--- config.mk ---
export PLATFORM = sky130hd
export DESIGN_NAME = alu_arbiter
export DESIGN_NICKNAME = d
export VERILOG_FILES = /design/src/rtl/alu_pkg.sv /design/src/rtl/rr_pick.sv /design/src/rtl/alu_arbiter.sv
export SDC_FILE = /design/constraint.sdc
export NUM_CORES = 1
export LEC_CHECK = 0
export ABC_CLOCK_PERIOD_IN_PS = 2200
export CORE_MARGIN = 2
export CORE_UTILIZATION = 38
export CTS_CLUSTER_SIZE = 12
export DETAILED_ROUTE_END_ITERATION = 7
export PLACE_DENSITY_LB_ADDON = 0.08
export SLEW_MARGIN = 10
export SYNTH_ARGS = -nofsm -noshare
export SYNTH_HDL_FRONTEND = slang
export SYNTH_SLANG_ARGS = --single-unit
--- constraint.sdc ---
create_clock -name clk -period 2.2 [get_ports clk]
set_clock_uncertainty 0.15 [all_clocks]
set_input_delay 0.33 -clock clk [delete_from_list [all_inputs] [get_ports clk]]
set_output_delay 0.33 -clock clk [all_outputs]
set_load 0.05 [all_outputs]
--- src/rtl/alu_pkg.sv ---
// Shared types and constants for the ALU arbiter and its round-robin picker.
package alu_pkg;

  localparam int XLEN  = 32;
  localparam int CNT_W = 4;

  typedef enum logic [2:0] {
    ALU_ADD = 3'b000,
    ALU_SUB = 3'b001,
    ALU_AND = 3'b010,
    ALU_OR  = 3'b011,
    ALU_SLT = 3'b101
  } alu_op_e;

  typedef enum logic [1:0] {
    IDLE,
    EXEC,
    RESP
  } arb_state_e;

endpackage

--- src/rtl/rr_pick.sv ---
// Combinational round-robin selector: first valid requester after last_i, wrapping modulo N.
module rr_pick #(
  parameter  int N  = 2,
  localparam int IW = (N > 1) ? $clog2(N) : 1
) (
  input  logic [N-1:0]  valid_i,
  input  logic [IW-1:0] last_i,
  output logic [N-1:0]  grant_o,
  output logic [IW-1:0] idx_o,
  output logic          any_o
);

  int            j;
  logic [IW-1:0] jj;

  // Scan from the farthest position back to last+1 so the nearest hit is written last.
  always_comb begin
    grant_o = '0;
    idx_o   = '0;
    any_o   = 1'b0;
    j       = 0;
    jj      = '0;
    for (int k = N; k >= 1; k--) begin
      j  = (int'(last_i) + k) % N;
      jj = IW'(j);
      if (valid_i[jj]) begin
        grant_o     = '0;
        grant_o[jj] = 1'b1;
        idx_o       = jj;
        any_o       = 1'b1;
      end
    end
  end

endmodule

--- src/rtl/alu_arbiter.sv ---
// Shares one ALU between N_REQ requesters: round-robin accept, hold operands ALU_LAT cycles,
// return rd/z as a one-cycle pulse. Handshake: transfer when req_valid[i] & req_ready[i] in IDLE.
module alu_arbiter #(
  parameter int N_REQ   = 2,
  parameter int ALU_LAT = 1,
  parameter int XLEN    = alu_pkg::XLEN
) (
  input  logic                  clk,
  input  logic                  rst,
  input  logic [N_REQ-1:0]      req_valid,
  output logic [N_REQ-1:0]      req_ready,
  input  logic [3*N_REQ-1:0]    req_ctrl,
  input  logic [XLEN*N_REQ-1:0] req_a,
  input  logic [XLEN*N_REQ-1:0] req_b,
  output logic [N_REQ-1:0]      rsp_valid,
  output logic [XLEN-1:0]       rsp_rd,
  output logic                  rsp_z,
  output logic [2:0]            alu_ctrl,
  output logic [XLEN-1:0]       alu_rs1,
  output logic [XLEN-1:0]       alu_rs2,
  input  logic [XLEN-1:0]       alu_rd,
  input  logic                  alu_z,
  output alu_pkg::arb_state_e   dbg_state_o
);
  import alu_pkg::*;

  localparam int IW = $clog2(N_REQ);

  arb_state_e       state_q;
  logic [IW-1:0]    last_q;
  logic [IW-1:0]    grant_q;
  logic [CNT_W-1:0] cnt_q;
  logic [2:0]       alu_ctrl_q;
  logic [XLEN-1:0]  rs1_q;
  logic [XLEN-1:0]  rs2_q;
  logic [XLEN-1:0]  rsp_rd_q;
  logic             rsp_z_q;
  logic [N_REQ-1:0] rsp_valid_q;

  logic [N_REQ-1:0] pick_grant;
  logic [IW-1:0]    pick_idx;
  logic             pick_any;
  logic             accept;

  rr_pick #(.N(N_REQ)) u_pick (
    .valid_i (req_valid),
    .last_i  (last_q),
    .grant_o (pick_grant),
    .idx_o   (pick_idx),
    .any_o   (pick_any)
  );

  // Ready is the picker's one-hot, so any ready bit implies its valid: accept == handshake.
  assign accept    = (state_q == IDLE) && pick_any && !rst;
  assign req_ready = accept ? pick_grant : '0;

  always_ff @(posedge clk) begin
    if (rst) begin
      state_q     <= IDLE;
      last_q      <= IW'(N_REQ - 1);
      grant_q     <= '0;
      cnt_q       <= '0;
      alu_ctrl_q  <= '0;
      rs1_q       <= '0;
      rs2_q       <= '0;
      rsp_rd_q    <= '0;
      rsp_z_q     <= 1'b0;
      rsp_valid_q <= '0;
    end else begin
      case (state_q)
        IDLE: begin
          if (accept) begin
            alu_ctrl_q <= req_ctrl[3*int'(pick_idx) +: 3];
            rs1_q      <= req_a[XLEN*int'(pick_idx) +: XLEN];
            rs2_q      <= req_b[XLEN*int'(pick_idx) +: XLEN];
            grant_q    <= pick_idx;
            last_q     <= pick_idx;
            cnt_q      <= CNT_W'(ALU_LAT - 1);
            state_q    <= EXEC;
          end
        end
        EXEC: begin
          if (cnt_q != '0) begin
            cnt_q <= cnt_q - CNT_W'(1);
          end else begin
            rsp_rd_q    <= alu_rd;
            rsp_z_q     <= alu_z;
            rsp_valid_q <= N_REQ'(1) << grant_q;
            state_q     <= RESP;
          end
        end
        RESP: begin
          rsp_valid_q <= '0;
          state_q     <= IDLE;
        end
        default: state_q <= IDLE;
      endcase
    end
  end

  assign rsp_valid   = rsp_valid_q;
  assign rsp_rd      = rsp_rd_q;
  assign rsp_z       = rsp_z_q;
  assign alu_ctrl    = alu_ctrl_q;
  assign alu_rs1     = rs1_q;
  assign alu_rs2     = rs2_q;
  assign dbg_state_o = state_q;

endmodule

Yosys cells after proc, flatten, opt, wreduce, memory -nomap -nowiden. Cells that the tools add are included.

Equality and inequality tests: 5. $lt $le $gt $ge: 4. Mux-type cells: 23. Reduce and logical (&&, ||, !) cells: 14. Shifts and indexed selects: 4. $add $sub $neg: 3. $mul: 1. Bitwise logic cells: 1.

Operators with widths (number): $shiftx 64x7->32 (2); $mux 2 (6); $mux 1 (10); $mux 4 (2); $pmux 2 s2 (2); $pmux 4 s2 (1); $reduce_and 2->1 (4); $ne 2x2->1 const B (3); $shiftx 6x4->3 (1); $logic_and 1x1->1 (4); $lt 1x2->1 const B (2); $reduce_bool 2->1 (2); $reduce_bool 4->1 (1); $sub 4x1->4 const B (1); $mul 2x1->3 const A (1); $reduce_and 3->1 (1); $add 1x1->1 const B (2); $demux 1 s1 (2); $eq 2x1->1 const B (1); $eq 2x2->1 const B (1); $ge 1x1->1 const B (2); $logic_not 2->1 (1); $shl 1x1->2 const A (1); $logic_not 1->1 (1); $not 1->1 (1).

Word-level logic and storage cells: 65. Flip-flop bits (word level): 110.

Logic depth before layout (Yosys ltp). Gate-level depths: netlist of run 1.

Depth in word-level cells: 9. Depth in mapped cells: 7. Gate-level depth less buffers: 6.

Modules after synthesis. From an unflattened synthesis of run 1, not the netlist that was laid out.

Cells, all modules: 437. Area, all modules: 5079.9 µm².

Modules (own cells, without submodules): alu_arbiter (cells each 432, area an instance 5047.3 µm², times used 1); rr_pick (cells each 5, area an instance 32.5 µm², times used 1).

Worst setup path before layout of run 1. OpenSTA, ideal clock, no wires.

Path type: register to output. Start point: register state_q[0], in the netlist dbg_state_o[0]. End point: output port req_ready[1]. Setup slack: -0.474 ns. Arrival time: 2.194 ns. Stages on the path, launching flop included: 5. Buffers on the path: 1. Cells stage by stage: dfxtp_1 > buf_2 > nor2_1 > o21ai_0 > nor3b_1.

Longest elaborated chain between the ends: 4.

RTL lines: start, declared (RTL line alu_arbiter.sv:29) `arb_state_e state_q;`; start signal, assigned (RTL line alu_arbiter.sv:59) `state_q <= IDLE;`; start signal, assigned (RTL line alu_arbiter.sv:79) `state_q <= EXEC;`; start signal, assigned (RTL line alu_arbiter.sv:89) `state_q <= RESP;`; $logic_not 2->1 (RTL line alu_arbiter.sv:54) `assign accept = (state_q == IDLE) && pick_any && !rst;`; $logic_and 1x1->1 (2 in a row) (RTL line alu_arbiter.sv:54); $mux 2 (RTL line alu_arbiter.sv:55) `assign req_ready = accept ? pick_grant : '0;`; end, declared (RTL line alu_arbiter.sv:11) `output logic [N_REQ-1:0] req_ready,`.

No other way between the ends.

Worst setup path after layout of run 1.
Start point: input port req_valid[1]. End point: output port req_ready[1].

Longest elaborated chain between the ends: 7. Elaborated cells between the ends (all ways): 11.

RTL lines: start, declared (RTL line alu_arbiter.sv:10) `input logic [N_REQ-1:0] req_valid,`; $mux 1 (not written as such) (2 in a row) (RTL line rr_pick.sv:26) `if (valid_i[jj]) begin`; $mux 1 (2 in a row) (RTL line rr_pick.sv:26); $logic_and 1x1->1 (2 in a row) (RTL line alu_arbiter.sv:54); $mux 2 * (RTL line alu_arbiter.sv:55).

Mark *: on every way between the ends. The rest lies on a longest branch, timed or not. The select of a mux whose other input is x is not followed.

==> flow_summary.ini, run 1 <==
[status]
status = completed

[timing]
rsz0062_at_grt = false
setup_violations = 0
max_freq_ghz = 0.483
hold_slack_ps = 166
drv_slew = 0
finalCriticalPeriod_ps = 2070
worstMarginPinSlew_ps = 567
setup_tns_ps = 0
max-slew-margin-rel_pct = 62.1
finalHoldViolations = 0
timing.final.ws_setup_ps = 131
period_share_pct = 94.0

[detailed_routing]
dr.pass1.iters = 4
drc = 0
wl_per_cell_um = 15.5
totalWireLength_mm = 14.6
drtIter0Drc = 142
vias = 4539
viasPerCell = 4.81
drtAntennaViolNets = 0

[global_routing]
grt_usage_pct = 21.5
grt_antenna_before_repair = 0
overflow = 0
grt_max_degree = 80
grt_pass1_wl_mm = 22.8
first_global_vias = 4434

[synth]
synth_edf_count = 0
async_flop_share_pct = 0
yosysSeqAreaShare_pct = 45.8
syn_inst = 504
syn-num-nets = 677
synth_flop_cell = dfxtp_1
yosysWarnings = 0
ys_types = 36
synth_seq_cells = 110
synth_area_per_cell_um2 = 9.55
synth_area_um2 = 4810

[power_and_ir_drop]
p_clk_share_pct = 20.5
leakagePower_nw = 2.98
p_sw_share_pct = 39.2
internal-power_mw = 4.29
comb_power_share_pct = 44.5
pwr-share-seq_pct = 34.9
switching_power_mw = 2.77
power.density_nw_per_um2 = 879
ir_drop_v = 0.000465

[cells_and_area]
final_cell_area_um2 = 8040
fill_cells = 1057
drive_gt1_share_pct = 10.2
diodes = 0
layout.nets = 940
area_growth_syn_to_layout_pct = 67.2

[placed_design]
pre_cts_ws_ps = 36.6
post-dp-hpwl_mm = 11.1
gp_congestion = 0.714
port_buffers = 276
dpl-instance-area_um2 = 7790

[clock_tree]
clk_root_buffer_cell = clkbuf_16
clk_latency_ps = 340
cts_hold_buffers = 0
clkTransAtPathRegs_ps = 70
cts_tree = yes
cts_buffer_depth = 2
cts_buffers = 9
h-tree-depth = 3
clock-sinks = 110

[floorplan]
boundaryPins = 277
start_util_pct = 38.6
core_um2 = 12500
die_w_um = 117
die_area_um2 = 13600
die_h_um = 117
rows = 41

[setup_path]
arrival_ps = 1590
worst_setup_path_start_kind = input pin
regToRegSetupSlack_ps = 330
critical_path.max_fanout = 3
crit_required_ps = 1720
cp-end-kind = output pin
crit_type = in -> out

[run]
maxCapViolations = 0

[min_path]
hp-class = in -> reg
[repair_timing]
action / 4_1_cts / 5_1_grt
endpoints found under the hold margin: 0 / 0
setup endpoints to repair: 0 / 1
resized for setup: 0 / 1
setup buffers: 0 / 0
[cells in the final DEF (no fill, tap or decap), types with 3 or more instances in the layout]
cell type and count:
clkbuf_1 4, dfxtp_1 110, nor2_1 69, a21oi_1 39
a211oi_2 35, nand2_1 76, clkdlybuf4s50_1 271, buf_4 15
a211oi_1 33, mux2i_1 67, or3_1 3, clkbuf_16 9
buf_12 9
[worst max-delay path, cell delays in order]
cell,delay (ps)
clkdlybuf4s50_1,490
a21boi_4,220
buf_4,150
nor3b_2,230
buf_12,170
[power groups by stage]
stage,Combinational [mW],Clock [mW],Sequential [mW]
after floorplan,1.03,0,3.50
after global placement,3.12,0,2.50
after detailed placement,3.17,0,2.51
after CTS,3.18,1.50,2.47
after global routing,3.34,1.58,2.50
final,3.15,1.45,2.47
[path summary, 6_finish.rpt]
kind	startpoint	to	cells past startpoint
setup / recovery	req_valid[1]	req_ready[1]	5
hold / removal	rst	dbg_state_o[0]	2
setup reg to reg	cnt_q[0]	rsp_rd[19]	7
hold reg to reg	rsp_rd[31]	rsp_rd[31]	2
[layout make-up]
class,count,area [µm²],share of cell area [%]
repair buffers,295,3010,37.4
multi-input cells,348,2360,29.3
flip-flops and latches,110,2200,27.4
clock buffers,13,240,2.99
well taps,172,215,2.68
inverters,3,11.3,0.140
clock inverters,2,10.0,0.124
[per-layer routing]
| layer | track usage (%) | up-vias | part of all wire (%) |
|---|---|---|---|
| met4 | 8.65 | 0 | 2.3 |
| met5 | 0 | - | 0 |
| li1 | - | 2283 | - |
| met3 | 5.97 | 21 | 8.6 |
| met2 | 37.9 | 156 | 50 |
| met1 | 24.7 | 2079 | 39 |
[cell usage after synthesis (3+ instances only)]
cell type,count,area (µm²)
dfxtp_1,110,2200
nand2_1,76,285
nor2_1,69,259
mux2i_1,67,671
a21oi_1,39,195
a211oi_2,35,438
a211oi_1,33,248
buf_2,13,65.1
buf_4,10,75.1
clkbuf_1,9,33.8
buf_6,7,78.8
buf_1,3,11.3
nor3_1,3,15.0
o21ai_0,3,15.0
or3_1,3,18.8
[metrics by stage]
| step | util [%] | total power, mW | std cells |
|---|---|---|---|
| finish | 64.5 | 7.06 | 943 |
| floorplan | - | 4.53 | 504 |
| CTS | 64.5 | 7.15 | 943 |
| detailed placement | 62.5 | 5.68 | 928 |
| global route | 64.5 | 7.42 | 943 |
| global placement | 62.5 | 5.62 | 928 |
[registers in the layout, indices dropped and copies added (netlist names)]
signal	cells
dbg_state_o	2
rsp_rd	32
alu_rs1	32
rsp_z	1
cnt_q	4
alu_ctrl	3
alu_rs2	32
grant_q	1
rsp_valid	2
last_q	1
[logic make-up after synthesis]
| group | after synthesis | share of synthesized area [%] |
|---|---|---|
| AO/OA/AOI/OAI | 116 | 19.9 |
| XOR/XNOR | 2 | 0.364 |
| adder cells (fa/ha/maj) | 2 | 0.520 |
| buffers and inverters | 46 | 5.83 |
| flip-flops | 110 | 45.8 |
| multiplexers | 67 | 13.9 |
| AND/OR/NAND/NOR | 161 | 13.7 |
Note: power is estimated with default switching activity, not from simulation.
==> run 2: changes to the inputs <==
--- a/config.mk
+++ b/config.mk
@@ -8,10 +8,8 @@
 export ABC_CLOCK_PERIOD_IN_PS = 2200
 export CORE_MARGIN = 2
 export CORE_UTILIZATION = 38
-export CTS_CLUSTER_SIZE = 12
 export DETAILED_ROUTE_END_ITERATION = 7
 export PLACE_DENSITY_LB_ADDON = 0.08
-export SLEW_MARGIN = 10
 export SYNTH_ARGS = -nofsm -noshare
 export SYNTH_HDL_FRONTEND = slang
 export SYNTH_SLANG_ARGS = --single-unit
==> results of run 2 <==
Final layout, timing and power as in run 1 (identical DEF).
